<file path="config.mk">
export PLATFORM = sky130hd
export DESIGN_NAME = controlador_memoria4k_flat
export DESIGN_NICKNAME = d
export VERILOG_FILES = /design/src/rtl/controlador_memoria4k_if.sv /design/src/rtl/controlador_memoria4k.sv /design/src/flat_wrapper.sv
export SDC_FILE = /design/constraint.sdc
export NUM_CORES = 1
export LEC_CHECK = 0
export CORE_ASPECT_RATIO = 1.75
export CORE_MARGIN = 1
export CORE_UTILIZATION = 44
export CTS_CLUSTER_DIAMETER = 100
export CTS_CLUSTER_SIZE = 25
export DETAILED_ROUTE_END_ITERATION = 8
export GPL_ROUTABILITY_DRIVEN = 0
export GPL_TIMING_DRIVEN = 0
export PLACE_DENSITY = 0.79
export REMOVE_ABC_BUFFERS = 1
export SLEW_MARGIN = 20
export SYNTH_ARGS = -nofsm -noshare
export SYNTH_HDL_FRONTEND = slang
export SYNTH_SLANG_ARGS = --single-unit
</file>
<file path="constraint.sdc">
create_clock -name clock -period 1.9 [get_ports clock]
set_clock_uncertainty 0.2 [all_clocks]
set_input_delay 0.38 -clock clock [delete_from_list [all_inputs] [get_ports clock]]
set_output_delay 0.38 -clock clock [all_outputs]
set_load 0.05 [all_outputs]
</file>
<file path="src/rtl/controlador_memoria4k_if.sv">
// Bus bundle between the request/RAM side and controlador_memoria4k:
// valid/ready request front end, read-response pulse and single-port RAM signals.
interface controlador_memoria4k_if #(
  parameter int ANCHO_DATO = 12,
  parameter int ANCHO_DIR  = 9
);
  logic                  solicitud_valida;
  logic                  solicitud_lista;
  logic                  solicitud_escribir;
  logic [ANCHO_DIR-1:0]  solicitud_direccion;
  logic [ANCHO_DATO-1:0] solicitud_dato;
  logic                  respuesta_valida;
  logic [ANCHO_DATO-1:0] respuesta_dato;
  logic                  inicializado;
  logic                  leer_escribir_memoria;
  logic [ANCHO_DIR-1:0]  direccion_memoria;
  logic [ANCHO_DATO-1:0] dato_escribir_memoria;
  logic [ANCHO_DATO-1:0] dato_leer_memoria;

  // Requester plus RAM environment.
  modport master (
    output solicitud_valida, solicitud_escribir, solicitud_direccion, solicitud_dato,
    output dato_leer_memoria,
    input  solicitud_lista, respuesta_valida, respuesta_dato, inicializado,
    input  leer_escribir_memoria, direccion_memoria, dato_escribir_memoria
  );

  // Controller side.
  modport slave (
    input  solicitud_valida, solicitud_escribir, solicitud_direccion, solicitud_dato,
    input  dato_leer_memoria,
    output solicitud_lista, respuesta_valida, respuesta_dato, inicializado,
    output leer_escribir_memoria, direccion_memoria, dato_escribir_memoria
  );
endinterface

</file>
<file path="src/rtl/controlador_memoria4k.sv">
// Controller for a single-port 512x12 block RAM: clears it after reset, then
// serves one read or write at a time from a valid/ready request port.
module controlador_memoria4k #(
  parameter int ANCHO_DATO        = 12,
  parameter int ANCHO_DIR         = 9,
  parameter int PROFUNDIDAD       = 512,
  parameter int LATENCIA_LECTURA  = 1,
  parameter int LIMPIAR_AL_INICIO = 1
) (
  input  logic                   clock,
  input  logic                   reset,
  controlador_memoria4k_if.slave bus,
  output logic [2:0]             estado_dbg_o
);
  localparam int CONT_W = ANCHO_DIR + 1;
  localparam int LAT_W  = 2;

  // Handshake: a request is taken at a rising edge where solicitud_valida and
  // solicitud_lista are both high; the requester holds the request until then.
  typedef enum logic [2:0] {
    LIMPIAR      = 3'd0,
    LIBRE        = 3'd1,
    ESCRIBIR     = 3'd2,
    LEER_ESPERA  = 3'd3,
    LEER_CAPTURA = 3'd4
  } estado_t;

  estado_t               estado_q, estado_d;
  logic [CONT_W-1:0]     contador_q, contador_d;
  logic [LAT_W-1:0]      lat_q, lat_d;
  logic                  we_q, we_d;
  logic [ANCHO_DIR-1:0]  dir_q, dir_d;
  logic [ANCHO_DATO-1:0] wdata_q, wdata_d;
  logic                  rv_q, rv_d;
  logic [ANCHO_DATO-1:0] rdata_q, rdata_d;
  logic                  init_q, init_d;

  always_comb begin
    estado_d   = estado_q;
    contador_d = contador_q;
    lat_d      = lat_q;
    we_d       = we_q;
    dir_d      = dir_q;
    wdata_d    = wdata_q;
    rv_d       = 1'b0;
    rdata_d    = rdata_q;
    init_d     = init_q;
    case (estado_q)
      LIMPIAR: begin
        // The counter runs one past the last address so that the write of
        // word PROFUNDIDAD-1 is still presented for a full cycle.
        if (contador_q == CONT_W'(PROFUNDIDAD)) begin
          we_d     = 1'b0;
          init_d   = 1'b1;
          estado_d = LIBRE;
        end else begin
          we_d       = 1'b1;
          dir_d      = contador_q[ANCHO_DIR-1:0];
          wdata_d    = '0;
          contador_d = contador_q + 1'b1;
        end
      end
      LIBRE: begin
        we_d = 1'b0;
        if (bus.solicitud_valida) begin
          dir_d   = bus.solicitud_direccion;
          wdata_d = bus.solicitud_dato;
          lat_d   = '0;
          if (bus.solicitud_escribir) begin
            we_d     = 1'b1;
            estado_d = ESCRIBIR;
          end else begin
            estado_d = LEER_ESPERA;
          end
        end
      end
      ESCRIBIR: begin
        we_d     = 1'b0;
        estado_d = LIBRE;
      end
      LEER_ESPERA: begin
        if (lat_q == LAT_W'(LATENCIA_LECTURA - 1)) estado_d = LEER_CAPTURA;
        else lat_d = lat_q + 1'b1;
      end
      LEER_CAPTURA: begin
        rdata_d  = bus.dato_leer_memoria;
        rv_d     = 1'b1;
        estado_d = LIBRE;
      end
      default: estado_d = LIBRE;
    endcase
  end

  always_ff @(posedge clock) begin
    if (!reset) begin
      if (LIMPIAR_AL_INICIO != 0) estado_q <= LIMPIAR;
      else estado_q <= LIBRE;
      contador_q <= '0;
      lat_q      <= '0;
      we_q       <= 1'b0;
      dir_q      <= '0;
      wdata_q    <= '0;
      rv_q       <= 1'b0;
      rdata_q    <= '0;
      init_q     <= (LIMPIAR_AL_INICIO == 0);
    end else begin
      estado_q   <= estado_d;
      contador_q <= contador_d;
      lat_q      <= lat_d;
      we_q       <= we_d;
      dir_q      <= dir_d;
      wdata_q    <= wdata_d;
      rv_q       <= rv_d;
      rdata_q    <= rdata_d;
      init_q     <= init_d;
    end
  end

  assign bus.solicitud_lista       = (estado_q == LIBRE);
  assign bus.respuesta_valida      = rv_q;
  assign bus.respuesta_dato        = rdata_q;
  assign bus.inicializado          = init_q;
  assign bus.leer_escribir_memoria = we_q;
  assign bus.direccion_memoria     = dir_q;
  assign bus.dato_escribir_memoria = wdata_q;
  assign estado_dbg_o              = estado_q;
endmodule

</file>
<file path="src/flat_wrapper.sv">
// flat-port wrapper written by rule: the top's interface ports become plain ports
module controlador_memoria4k_flat 
#(
  parameter int ANCHO_DATO        = 12,
  parameter int ANCHO_DIR         = 9,
  parameter int PROFUNDIDAD       = 512,
  parameter int LATENCIA_LECTURA  = 1,
  parameter int LIMPIAR_AL_INICIO = 1
)
  (clock, reset, estado_dbg_o, bus_solicitud_valida, bus_solicitud_escribir, bus_solicitud_direccion, bus_solicitud_dato, bus_dato_leer_memoria, bus_solicitud_lista, bus_respuesta_valida, bus_respuesta_dato, bus_inicializado, bus_leer_escribir_memoria, bus_direccion_memoria, bus_dato_escribir_memoria);
  controlador_memoria4k_if #(.ANCHO_DATO(ANCHO_DATO), .ANCHO_DIR(ANCHO_DIR)) bus_i ();
  input  logic clock;
  input  logic reset;
  output logic [2:0] estado_dbg_o;
  input wire logic [$bits(bus_i.solicitud_valida)-1:0] bus_solicitud_valida;
  input wire logic [$bits(bus_i.solicitud_escribir)-1:0] bus_solicitud_escribir;
  input wire logic [$bits(bus_i.solicitud_direccion)-1:0] bus_solicitud_direccion;
  input wire logic [$bits(bus_i.solicitud_dato)-1:0] bus_solicitud_dato;
  input wire logic [$bits(bus_i.dato_leer_memoria)-1:0] bus_dato_leer_memoria;
  output wire logic [$bits(bus_i.solicitud_lista)-1:0] bus_solicitud_lista;
  output wire logic [$bits(bus_i.respuesta_valida)-1:0] bus_respuesta_valida;
  output wire logic [$bits(bus_i.respuesta_dato)-1:0] bus_respuesta_dato;
  output wire logic [$bits(bus_i.inicializado)-1:0] bus_inicializado;
  output wire logic [$bits(bus_i.leer_escribir_memoria)-1:0] bus_leer_escribir_memoria;
  output wire logic [$bits(bus_i.direccion_memoria)-1:0] bus_direccion_memoria;
  output wire logic [$bits(bus_i.dato_escribir_memoria)-1:0] bus_dato_escribir_memoria;
  assign bus_i.solicitud_valida = bus_solicitud_valida;
  assign bus_i.solicitud_escribir = bus_solicitud_escribir;
  assign bus_i.solicitud_direccion = bus_solicitud_direccion;
  assign bus_i.solicitud_dato = bus_solicitud_dato;
  assign bus_i.dato_leer_memoria = bus_dato_leer_memoria;
  assign bus_solicitud_lista = bus_i.solicitud_lista;
  assign bus_respuesta_valida = bus_i.respuesta_valida;
  assign bus_respuesta_dato = bus_i.respuesta_dato;
  assign bus_inicializado = bus_i.inicializado;
  assign bus_leer_escribir_memoria = bus_i.leer_escribir_memoria;
  assign bus_direccion_memoria = bus_i.direccion_memoria;
  assign bus_dato_escribir_memoria = bus_i.dato_escribir_memoria;
  controlador_memoria4k #(.ANCHO_DATO(ANCHO_DATO), .ANCHO_DIR(ANCHO_DIR), .PROFUNDIDAD(PROFUNDIDAD), .LATENCIA_LECTURA(LATENCIA_LECTURA), .LIMPIAR_AL_INICIO(LIMPIAR_AL_INICIO)) u_core (.clock(clock), .reset(reset), .bus(bus_i), .estado_dbg_o(estado_dbg_o));
endmodule
</file>
==> metrics.md <==
| Metric | Value |
|---|---|
| Cell Chain, Critical Path | or3_4 > a41oi_4 > buf_6 > nor3_4 > clkbuf_16 > a22o_1 |
| Max VDD drop | 0.542 mV |
| Gate power share | 7.3% |
| CTS tree | done |
| Post-Synth Simple-Gate Area | 20.1% |
| Routed via count | 1958 |
| Synth Area per Inst | roughly 9.6 um^2 |
| Ys flop type | dfxtp_1 |
| Final Cycle Share | between 90% and 100% |
| GRT overflow | 0 |
| Switching Power | about 0.44 mW |
| DRT antenna net count | 0 |
| Hold Crit Class | register to register |
| Final HPWL DP | approximately 3500 um |
| Clk pwr share | between 30% and 40% |
| Compound-Gate Fraction of Synth Area | between 10% and 20% |
| Slowest CP cell | or3_4 |
| CP startpoint kind | register |
| # Max-Cap Violations | 0 |
| Cell Area, Synth | approximately 2200 um^2 |
| Root Driver | clkbuf_8 |
| Commonest non-fill, non-tap cell in the layout | dfxtp_1 |
| FF-to-FF Start | u_core.estado_dbg_o[1] |
| Via density per instance | 5.39 |
| GR Util All Layers | around a fifth |
| #FFs+latches synth | just over 50 |
| Most frequent cells in the layout | 46 x dfxtp_1, 40 x nand2_1, 36 x dlygate4sd2_1 |
| Crit end category | register |
| Pint | between 1.5 and 2 mW |
| Multiplexer share of the synthesized area | ~3.2% |
| PwrDens | 641 nW/um^2 |
| Clock-pin slew on the worst setup and hold paths | ~90 ps |
| Core region area | about 4700 um^2 |
| Worst-Margin Slew | 694 ps |
| Routed WL | ~5200 um |
| Max FO, Critical Path | 6 |
| Antenna violations before repair | 0 |
| Synthesized instance count | 226 |
| Io pins | 77 |
| Family with the most delay on the worst path | simple AND/OR/NAND/NOR gates |
| Largest net degree at the start of global routing | 28 |
| Final WS setup | 10.5 ps |
| First DRT Iteration DRCs | 65 |
| Fmax | 0.529 GHz |
| Die extent in y | around 95 um |
| Wirelength per Cell | 14.4 um |
| Initial Util | between 40% and 50% |
| Sum Neg Setup Slack | 0 ps |
| Post-Layout Cell Count | roughly 360 |
| Status | completed |
| Final #Nets | 350 |
| IO Port Bufs | between 70 and 80 |
| Pre-CTS setup slack | -1520 ps |
| Distinct cells, synth | 36 |
| Share of cells above drive strength 1 | between 10% and 20% |
| Min Hold Slack | 255 ps |
| Largest family of logic cells by synthesized area | simple AND/OR/NAND/NOR gates |
| Synth warn | 0 |
| Seq pwr share | 53.2% |
| Minimum clock period | 1890 ps |
| Chip width | about 55 um |
| Max-slew violations | 0 |
| Vias in the first global route | between 1500 and 2000 |
| RSZ-0062 raised after global routing | true |
| Area of the multi-input gates | around 1000 um^2 |
| WP data required | around 1900 ps |
| Drt first pass iters | 4 |
| Global-route wire length before repair | about 8000 um |
| Antenna fix cells | 0 |
| XOR/XNOR share of the synthesized area | between 2 and 2.5% |
| H-tree depth | 2 |
| Worst path max stage delay | around 420 ps |
| Post-DP Area | between 2000 and 3000 um^2 |
| Register area | approximately 1000 um^2 |
| Final Setup Violations | 0 |
| Switching part of the total | 21.7% |
| P&R area growth vs syn | 46.6% |
| Clk buf depth | 2 |
| Post-route cell area | 3170 um^2 |
| Seq/Total Area, Yosys | 47.2% |
| Critical path class | register to register |
| Number of synthesized flops with an enable pin | 0 |
| CTS Buf Count | 5 |
| Cell Rows | 33 |
| Critical Path Source | u_core.estado_dbg_o[1] |
| Fillcell total | 406 |
| Worst hold start | u_core.bus.respuesta_dato[5] |
| Asr flop ratio synth | 0% |
| Design Power | just over 2 mW |
| WP buf/inv | 2 |
| Dpl cells | ~340 |
| Clock latency on the worst-skew pair | 310 ps |
| Drt drc | 0 |
| Die Area | approximately 5200 um^2 |
| Critical Path AT | between 1500 and 2000 ps |
| Area share of fa/ha/maj cells after synthesis | roughly 1.7% |
| Post-layout util | 67.4% |
| Final hold vios | 0 |
| Relative slew slack | around 53% |
| Leak pwr | 1.38 nW |
| # clock sinks | 51 |
-- cells by family after synthesis --
kind of cell,Yosys count
AO/OA/AOI/OAI,56
XOR/XNOR,6
adder cells (fa/ha/maj),3
buffers and inverters,23
flip-flops,51
multiplexers,7
AND/OR/NAND/NOR,80
-- sequential cells by signal, indices dropped and copies added (netlist names) --
name and count:
u_core.bus.dato_escribir_memoria 12, u_core.bus.respuesta_dato 12, u_core.contador_q 10, u_core.bus.direccion_memoria 9, u_core.estado_dbg_o 3, u_core.lat_q 2, u_core.bus.inicializado 1, u_core.bus.leer_escribir_memoria 1
u_core.bus.respuesta_valida 1
-- routing by layer --
layer	vias up	track usage, %	part of all wire (%)
met5	-	0	0
met4	0	8.54	1.3
met3	5	6.76	6.4
met2	62	35.7	53
met1	932	22.6	40
li1	959	-	-
-- Yosys cell counts, types with 2 or more instances --
| cell type | count | area (um^2) |
|---|---|---|
| o221ai_1 | 3 | 26.3 |
| buf_2 | 2 | 10.0 |
| a22o_1 | 12 | 105 |
| nor3_1 | 5 | 25.0 |
| mux2i_1 | 7 | 70.1 |
| buf_6 | 5 | 56.3 |
| nand4_1 | 2 | 12.5 |
| nor2_1 | 12 | 45.0 |
| o21ai_0 | 10 | 50.1 |
| nor4_4 | 3 | 63.8 |
| o211a_1 | 9 | 90.1 |
| dfxtp_1 | 51 | 1020 |
| clkbuf_1 | 8 | 30.0 |
| or3_1 | 3 | 18.8 |
| nor3b_2 | 2 | 25.0 |
| ha_1 | 3 | 37.5 |
| xnor2_1 | 6 | 52.6 |
| nand2_1 | 40 | 150 |
| a21oi_1 | 17 | 85.1 |
| inv_1 | 6 | 22.5 |
| nand3_1 | 4 | 20.0 |
| nand2b_1 | 2 | 12.5 |
-- what timing repair did --
item                                    CTS  global route
gates cloned                              0             1
endpoints found under the setup margin   88            26
gates resized for setup                  60            10
buffers inserted                          7            10
pin swaps                                 2             5
hold buffers                              0             0
-- worst reg2reg max path, delay by kind of cell (launching register included) --
family / cells / cell delay, ps
compound gates: 2 / 420
buf+inv: 2 / 320
flops: 1 / 380
simple gates: 2 / 470
-- path summary, 6_finish.rpt --
path / cells past startpoint / to / slack (ps)
setup / recovery: 6 / u_core.bus.dato_escribir_memoria[4] / 10
hold / removal: 2 / u_core.bus.respuesta_dato[5] / 260
setup reg to reg: 6 / u_core.bus.dato_escribir_memoria[4] / 10
hold reg to reg: 2 / u_core.bus.respuesta_dato[5] / 260
-- power by group through the flow --
stage	Combinational, mW	Clock [mW]	Sequential, mW
final	0.148	0.804	1.08
after CTS	0.146	0.816	1.09
after detailed placement	0.148	0	1.11
after global placement	0.146	0	1.11
after floorplan	0.0348	0	1.13
after global routing	0.159	0.858	1.08
-- cell type report --
cell class | count | area share (%)
Multi-Input combinational cell | 152 | 32.8
Sequential cell | 51 | 32.7
Timing Repair Buffer | 93 | 27.7
Clock buffer | 6 | 2.60
Tap cell | 52 | 2.05
Clock inverter | 2 | 1.22
Inverter | 7 | 0.986
No activity file was read; power rests on OpenSTA's default activity.
